### config.mk
export PLATFORM = sky130hd
export DESIGN_NAME = key_conditioner
export DESIGN_NICKNAME = d
export VERILOG_FILES = /design/src/rtl/vend_pkg.sv /design/src/rtl/debounce_cell.sv /design/src/rtl/key_conditioner.sv
export SDC_FILE = /design/constraint.sdc
export NUM_CORES = 1
export LEC_CHECK = 0
export ABC_CLOCK_PERIOD_IN_PS = 2600
export CORE_MARGIN = 4
export CORE_UTILIZATION = 55
export CTS_BUF_LIST = sky130_fd_sc_hd__clkbuf_16
export CTS_CLUSTER_DIAMETER = 100
export DETAILED_ROUTE_END_ITERATION = 8
export DONT_BUFFER_PORTS = 1
export GPL_ROUTABILITY_DRIVEN = 0
export HOLD_SLACK_MARGIN = 0.12
export PLACE_DENSITY_LB_ADDON = 0.3
export SLEW_MARGIN = 20
export SYNTH_ARGS = -nofsm -noshare
export SYNTH_HDL_FRONTEND = slang
export SYNTH_SLANG_ARGS = --single-unit
### constraint.sdc
create_clock -name clk_i -period 2.6 [get_ports clk_i]
set_input_delay 0.26 -clock clk_i [delete_from_list [all_inputs] [get_ports clk_i]]
set_output_delay 0.26 -clock clk_i [all_outputs]
set_load 0.02 [all_outputs]
### src/rtl/vend_pkg.sv
// Shared definitions for the vending-machine input path: debounce states,
// button indices and default timing constants.
package vend_pkg;

   typedef enum logic [1:0] {
      STABLE_LO = 2'd0,
      WAIT_HI   = 2'd1,
      STABLE_HI = 2'd2,
      WAIT_LO   = 2'd3
   } deb_state_t;

   localparam int KEY_CANCEL = 0;
   localparam int KEY_SURE   = 1;
   localparam int KEY_DONE   = 2;
   localparam int NUM_KEYS   = 3;
   localparam int SW_BITS    = 3;

   localparam int DEB_CYCLES_DEF    = 1000000;
   localparam int REPEAT_CYCLES_DEF = 12500000;

endpackage

### src/rtl/debounce_cell.sv
// One conditioned input bit: 2-flop synchroniser, four-state debounce FSM with
// a stability counter, and a registered pulse on each accepted rise.
module debounce_cell
   import vend_pkg::*;
#(
   parameter int   DEB_CYCLES = DEB_CYCLES_DEF,
   parameter logic RST_LEVEL  = 1'b0,
   parameter logic INVERT     = 1'b0
) (
   input  logic clk,
   input  logic n_reset,
   input  logic raw,
   output logic level,
   output logic held,
   output logic rise,
   output logic stable_hi
);

   localparam int             CW      = $clog2(DEB_CYCLES + 1);
   localparam logic [CW-1:0]  CNT_MAX = CW'(DEB_CYCLES);

   logic          sync1_reg;
   logic          sync2_reg;
   logic          sample;
   deb_state_t    state_reg;
   deb_state_t    state_next;
   logic [CW-1:0] cnt_reg;
   logic [CW-1:0] cnt_next;
   logic          level_reg;
   logic          level_next;
   logic          held_reg;
   logic          rise_reg;

   always_ff @(posedge clk or negedge n_reset) begin
      if (!n_reset) begin
         sync1_reg <= RST_LEVEL;
         sync2_reg <= RST_LEVEL;
      end else begin
         sync1_reg <= raw;
         sync2_reg <= sync1_reg;
      end
   end

   assign sample = sync2_reg ^ INVERT;

   // Any sample disagreeing with the pending target drops straight back to
   // the previous stable state and the count starts over from scratch.
   always_comb begin
      state_next = state_reg;
      cnt_next   = cnt_reg;
      level_next = level_reg;
      case (state_reg)
         STABLE_LO: begin
            if (sample) begin
               state_next = WAIT_HI;
               cnt_next   = CW'(1);
            end
         end
         WAIT_HI: begin
            if (!sample) begin
               state_next = STABLE_LO;
               cnt_next   = '0;
            end else if (cnt_reg == CNT_MAX) begin
               state_next = STABLE_HI;
               level_next = 1'b1;
               cnt_next   = '0;
            end else begin
               cnt_next = cnt_reg + CW'(1);
            end
         end
         STABLE_HI: begin
            if (!sample) begin
               state_next = WAIT_LO;
               cnt_next   = CW'(1);
            end
         end
         WAIT_LO: begin
            if (sample) begin
               state_next = STABLE_HI;
               cnt_next   = '0;
            end else if (cnt_reg == CNT_MAX) begin
               state_next = STABLE_LO;
               level_next = 1'b0;
               cnt_next   = '0;
            end else begin
               cnt_next = cnt_reg + CW'(1);
            end
         end
         default: begin
            state_next = STABLE_LO;
            cnt_next   = '0;
            level_next = 1'b0;
         end
      endcase
   end

   always_ff @(posedge clk or negedge n_reset) begin
      if (!n_reset) begin
         state_reg <= STABLE_LO;
         cnt_reg   <= '0;
         level_reg <= 1'b0;
         held_reg  <= 1'b0;
         rise_reg  <= 1'b0;
      end else begin
         state_reg <= state_next;
         cnt_reg   <= cnt_next;
         level_reg <= level_next;
         // Delayed copy keeps the held level aligned with the rise pulse.
         held_reg  <= level_reg;
         rise_reg  <= level_reg & ~held_reg;
      end
   end

   assign level     = level_reg;
   assign held      = held_reg;
   assign rise      = rise_reg;
   assign stable_hi = (state_reg == STABLE_HI);

endmodule

### src/rtl/key_conditioner.sv
// Conditions the three active-low buttons and two switch banks for the vending
// core. Define KEY_AUTOREPEAT_EN to build per-button auto-repeat while held.
module key_conditioner
   import vend_pkg::*;
#(
   parameter int DEB_CYCLES    = DEB_CYCLES_DEF,
   parameter int REPEAT_CYCLES = REPEAT_CYCLES_DEF
) (
   input  logic                clk_i,
   input  logic                n_reset_i,
   input  logic [NUM_KEYS-1:0] key_n_i,
   input  logic [SW_BITS-1:0]  kind_sw_i,
   input  logic [SW_BITS-1:0]  change_sw_i,
   output logic                cancel_o,
   output logic                sure_o,
   output logic                done_o,
   output logic [NUM_KEYS-1:0] key_held_o,
   output logic [SW_BITS-1:0]  kind_o,
   output logic [SW_BITS-1:0]  change_o
);

   logic [NUM_KEYS-1:0]  key_level;
   logic [NUM_KEYS-1:0]  key_held;
   logic [NUM_KEYS-1:0]  key_rise;
   logic [NUM_KEYS-1:0]  key_stable_hi;
   logic [NUM_KEYS-1:0]  key_pulse;

   logic [2*SW_BITS-1:0] sw_raw;
   logic [2*SW_BITS-1:0] sw_level;
   logic [2*SW_BITS-1:0] sw_held;
   logic [2*SW_BITS-1:0] sw_rise;
   logic [2*SW_BITS-1:0] sw_stable_hi;

   logic                 unused_bits;

   genvar gi;

   // Button pins idle high; the cell inverts so level 1 means pressed.
   generate
      for (gi = 0; gi < NUM_KEYS; gi++) begin : g_key
         debounce_cell #(
            .DEB_CYCLES (DEB_CYCLES),
            .RST_LEVEL  (1'b1),
            .INVERT     (1'b1)
         ) u_cell (
            .clk       (clk_i),
            .n_reset   (n_reset_i),
            .raw       (key_n_i[gi]),
            .level     (key_level[gi]),
            .held      (key_held[gi]),
            .rise      (key_rise[gi]),
            .stable_hi (key_stable_hi[gi])
         );

`ifdef KEY_AUTOREPEAT_EN
         localparam int RW = $clog2(REPEAT_CYCLES + 1);

         logic [RW-1:0] rpt_reg;
         logic          rpt_pulse_reg;

         // Counting starts once the press pulse has gone out, so repeats
         // land a whole REPEAT_CYCLES after it and after each other.
         always_ff @(posedge clk_i or negedge n_reset_i) begin
            if (!n_reset_i) begin
               rpt_reg       <= '0;
               rpt_pulse_reg <= 1'b0;
            end else begin
               rpt_pulse_reg <= 1'b0;
               if (!(key_stable_hi[gi] && key_held[gi])) begin
                  rpt_reg <= '0;
               end else if (rpt_reg == RW'(REPEAT_CYCLES - 1)) begin
                  rpt_reg       <= '0;
                  rpt_pulse_reg <= 1'b1;
               end else begin
                  rpt_reg <= rpt_reg + RW'(1);
               end
            end
         end

         assign key_pulse[gi] = key_rise[gi] | rpt_pulse_reg;
`else
         assign key_pulse[gi] = key_rise[gi];
`endif
      end
   endgenerate

   assign sw_raw = {change_sw_i, kind_sw_i};

   generate
      for (gi = 0; gi < 2 * SW_BITS; gi++) begin : g_sw
         debounce_cell #(
            .DEB_CYCLES (DEB_CYCLES),
            .RST_LEVEL  (1'b0),
            .INVERT     (1'b0)
         ) u_cell (
            .clk       (clk_i),
            .n_reset   (n_reset_i),
            .raw       (sw_raw[gi]),
            .level     (sw_level[gi]),
            .held      (sw_held[gi]),
            .rise      (sw_rise[gi]),
            .stable_hi (sw_stable_hi[gi])
         );
      end
   endgenerate

`ifdef KEY_AUTOREPEAT_EN
   assign unused_bits = ^{key_level, sw_held, sw_rise, sw_stable_hi};
`else
   localparam int unused_repeat_cycles = REPEAT_CYCLES;
   assign unused_bits = ^{key_level, key_stable_hi, sw_held, sw_rise, sw_stable_hi};
`endif

   assign cancel_o   = key_pulse[KEY_CANCEL];
   assign sure_o     = key_pulse[KEY_SURE];
   assign done_o     = key_pulse[KEY_DONE];
   assign key_held_o = key_held;
   assign kind_o     = sw_level[SW_BITS-1:0];
   assign change_o   = sw_level[2*SW_BITS-1:SW_BITS];

endmodule

==> results.md <==
* DIE HEIGHT at 156 µm
* Final hold vios at 231
* DP Cell Count at 1564
* Post-DR wirelength/cell at 15.0 µm
* Outcome: finished with violations
* H-Tree Depth at 1
* Clock transition at path regs at 0.06 ns
* Synth top area cells: dfrtp_1 (47%), a31oi_1 (6.4%), nand2_1 (5.3%)
* Via count at 9974
* Share of cells above drive strength 1 at 0.0610
* Delay-heaviest family, CP: compound AO/OA/AOI/OAI gates
* Worst slew margin at 0.262
* Crit path capture type: flop
* Yosys reg bits at 231
* Fmax at 0.429 GHz
* Slowest cell on crit path: o31a_1
* Starting Density at 0.567
* EDFF count, synth at 0
* TritonCTS clock tree: yes
* Hold slack final at -0.557 ns
* WP data required at 3.03 ns
* CTS hold repair buffers at 9
* Peak VDD IR at 0.476 mV
* Placed cell areas at 0.0123 mm²
* Worst Reg2Reg Path Length in Cells at 5
* Initial antenna violation count at 0
* Bufs on Longest Clock Path at 3
* Post-synth top area share at 0.467
* Final Net Count at 1355
* Area leader, netlist: dfrtp_1
* Max-slew violations at 0
* Final non-filler cell total at 1620
* Post-synthesis sequential area ratio at 0.480
* Crit path cell chain: xnor2_1, and2_1, o31a_1, o21ai_0, a31oi_1
* Fin area at 0.0131 mm²
* Residual DRC at 0
* Pwr Total at 8.69 mW
* R2r setup slk at 0.27 ns
* Setup bufs post-CTS at 0
* Clock skew at 0.0102 ns
* Utilization of the core after routing at 0.618
* Ys flop type: dfrtp_1
* Final min period at 2.33 ns
* Ant. Diodes at 0
* Clock sinks at 231
* Io pins at 23
* Max-Cap Viols at 0
* Detailed Route WL at 24300 µm
* Remaining antenna violation count at 0
* Root buffer cell: clkbuf_16
* Worst-Skew Late Latency at 0.52 ns
* Worst setup margin at 0.271 ns
* Top-count cell post-synth: dfrtp_1
* Leakage at 5.41 nW
* # setup viols final at 0
* Max reg flops at 120
* Synth warnings at 0
* DR vias/cell at 6.16
* Detailed Routing Iterations Pass 1 at 8
* Area grow syn2layout at 9.04%
* Crit path launch type: flop
* CTS-repair resized insts at 0
* TNS Setup at 0 ns
* Worst min path class: in -> async
* Kind of critical path: reg -> reg
* PwrDens at 661 mW/mm²
* RSZ-0062 raised after global routing: false
* Global route total overflow at 0
* Die width at 156 µm
* Post-place setup slack at 0.312 ns
* CP Depth at 5
* Period utilisation layout at 0.896
* Netlist Area Pre-Place at 0.0121 mm²
* Failing checks: negative hold slack
* Post-synth ARST share at 1.00
* Vias in the first global route at 9093
* Core ar. at 0.0213 mm²
* Die Area at 0.0244 mm²
* Total GRT Usage at 0.203
* Post-Syn Instances at 1333
* Tightest Pin Transition at 1.11 ns
* # port buffers at 0
* Crit path buffers/inverters at 0
* Most frequent cells after synthesis: dfrtp_1 (225), nand2_1 (171), a31oi_1 (123)
* CP max FO at 31
* DRT iter0 DRCs at 684
* Crit-path max cell delay at 0.88 ns
* Detailed Place HPWL at 15500 µm
* Syn_area_per_cell at 9.05 µm²
* Post-synthesis cell type count at 62
* CTS Buf Count at 26
* Arr. time, crit path at 2.76 ns
* Pin count of the biggest net entering global routing at 232
* First-pass GRT wire length at 43200 µm
* Synth Net Count at 1362
* # rows at 53
[routing by layer]
metal | wire, µm | vias to the layer above | track usage
li1 | - | 4955 | -
met1 | 12000 | 4804 | 0.312
met2 | 10900 | 187 | 0.312
met3 | 1030 | 28 | 0.0269
met4 | 314 | 0 | 0.0392
met5 | 0 | - | 0
[layout by cell type (no fill, tap or decap), types with 19 or more instances in the layout]
cell,instances
dfrtp_1,225
a41oi_1,37
o21ai_0,66
nor2_1,62
nand4_1,33
clkbuf_16,27
nand3_1,105
nand2_1,171
nor3_1,25
nor4_1,23
buf_4,23
and3_1,19
inv_1,63
a21oi_1,95
a31oi_1,121
nand2b_1,22
[power breakdown]
part | internal (mW) | total, mW | switching (mW)
clock | 1.85 | 3.26 | 1.41
sequential | 3.80 | 4.08 | 0.278
combinational | 0.471 | 1.36 | 0.884
total | 6.12 | 8.69 | 2.57
[area by class of cell]
type                       instances  area, µm²
inverter                          55        206
tap                              275        344
fill                            1796       8140
timing repair buffer              32        263
clock buffer                      27        676
clock inverter                    20       77.6
multi-input combinational        980       5790
sequential                       231       5790
[worst paths after layout]
kind                                                          start                                      to
max in group asynchronous                                 n_reset_i     g_key[0].u_cell.sync2_reg$_DFF_PN1_
worst max-delay path            g_key[2].u_cell.sync2_reg$_DFF_PN1_  g_key[2].u_cell.cnt_reg[5]$_DFFE_PN0P_
worst min-delay path                                      n_reset_i   g_sw[5].u_cell.cnt_reg[5]$_DFFE_PN0P_
min in group clk_i                                       key_n_i[2]     g_key[2].u_cell.sync1_reg$_DFF_PN1_
worst max register to register  g_key[2].u_cell.sync2_reg$_DFF_PN1_  g_key[2].u_cell.cnt_reg[5]$_DFFE_PN0P_
worst min register to register   g_sw[0].u_cell.sync1_reg$_DFF_PN0_         g_sw[0].u_cell.sample$_DFF_PN0_
[worst reg2reg max path, stage by stage (launching register included)]
cell,delay (ns)
dfstp_2,0.53
xnor2_1,0.18
and2_1,0.22
o31a_1,0.88
o21ai_0,0.23
a31oi_1,0.21
[kinds of logic after synthesis]
| logic type | Yosys count | synth area share |
|---|---|---|
| buf+inv | 122 | 0.0409 |
| simple gates | 543 | 0.231 |
| mux | 22 | 0.0188 |
| xor+xnor | 18 | 0.0131 |
| flops | 231 | 0.480 |
| fa+ha+maj | 18 | 0.0187 |
| compound gates | 379 | 0.197 |
Power figures use the tool's default switching activity.
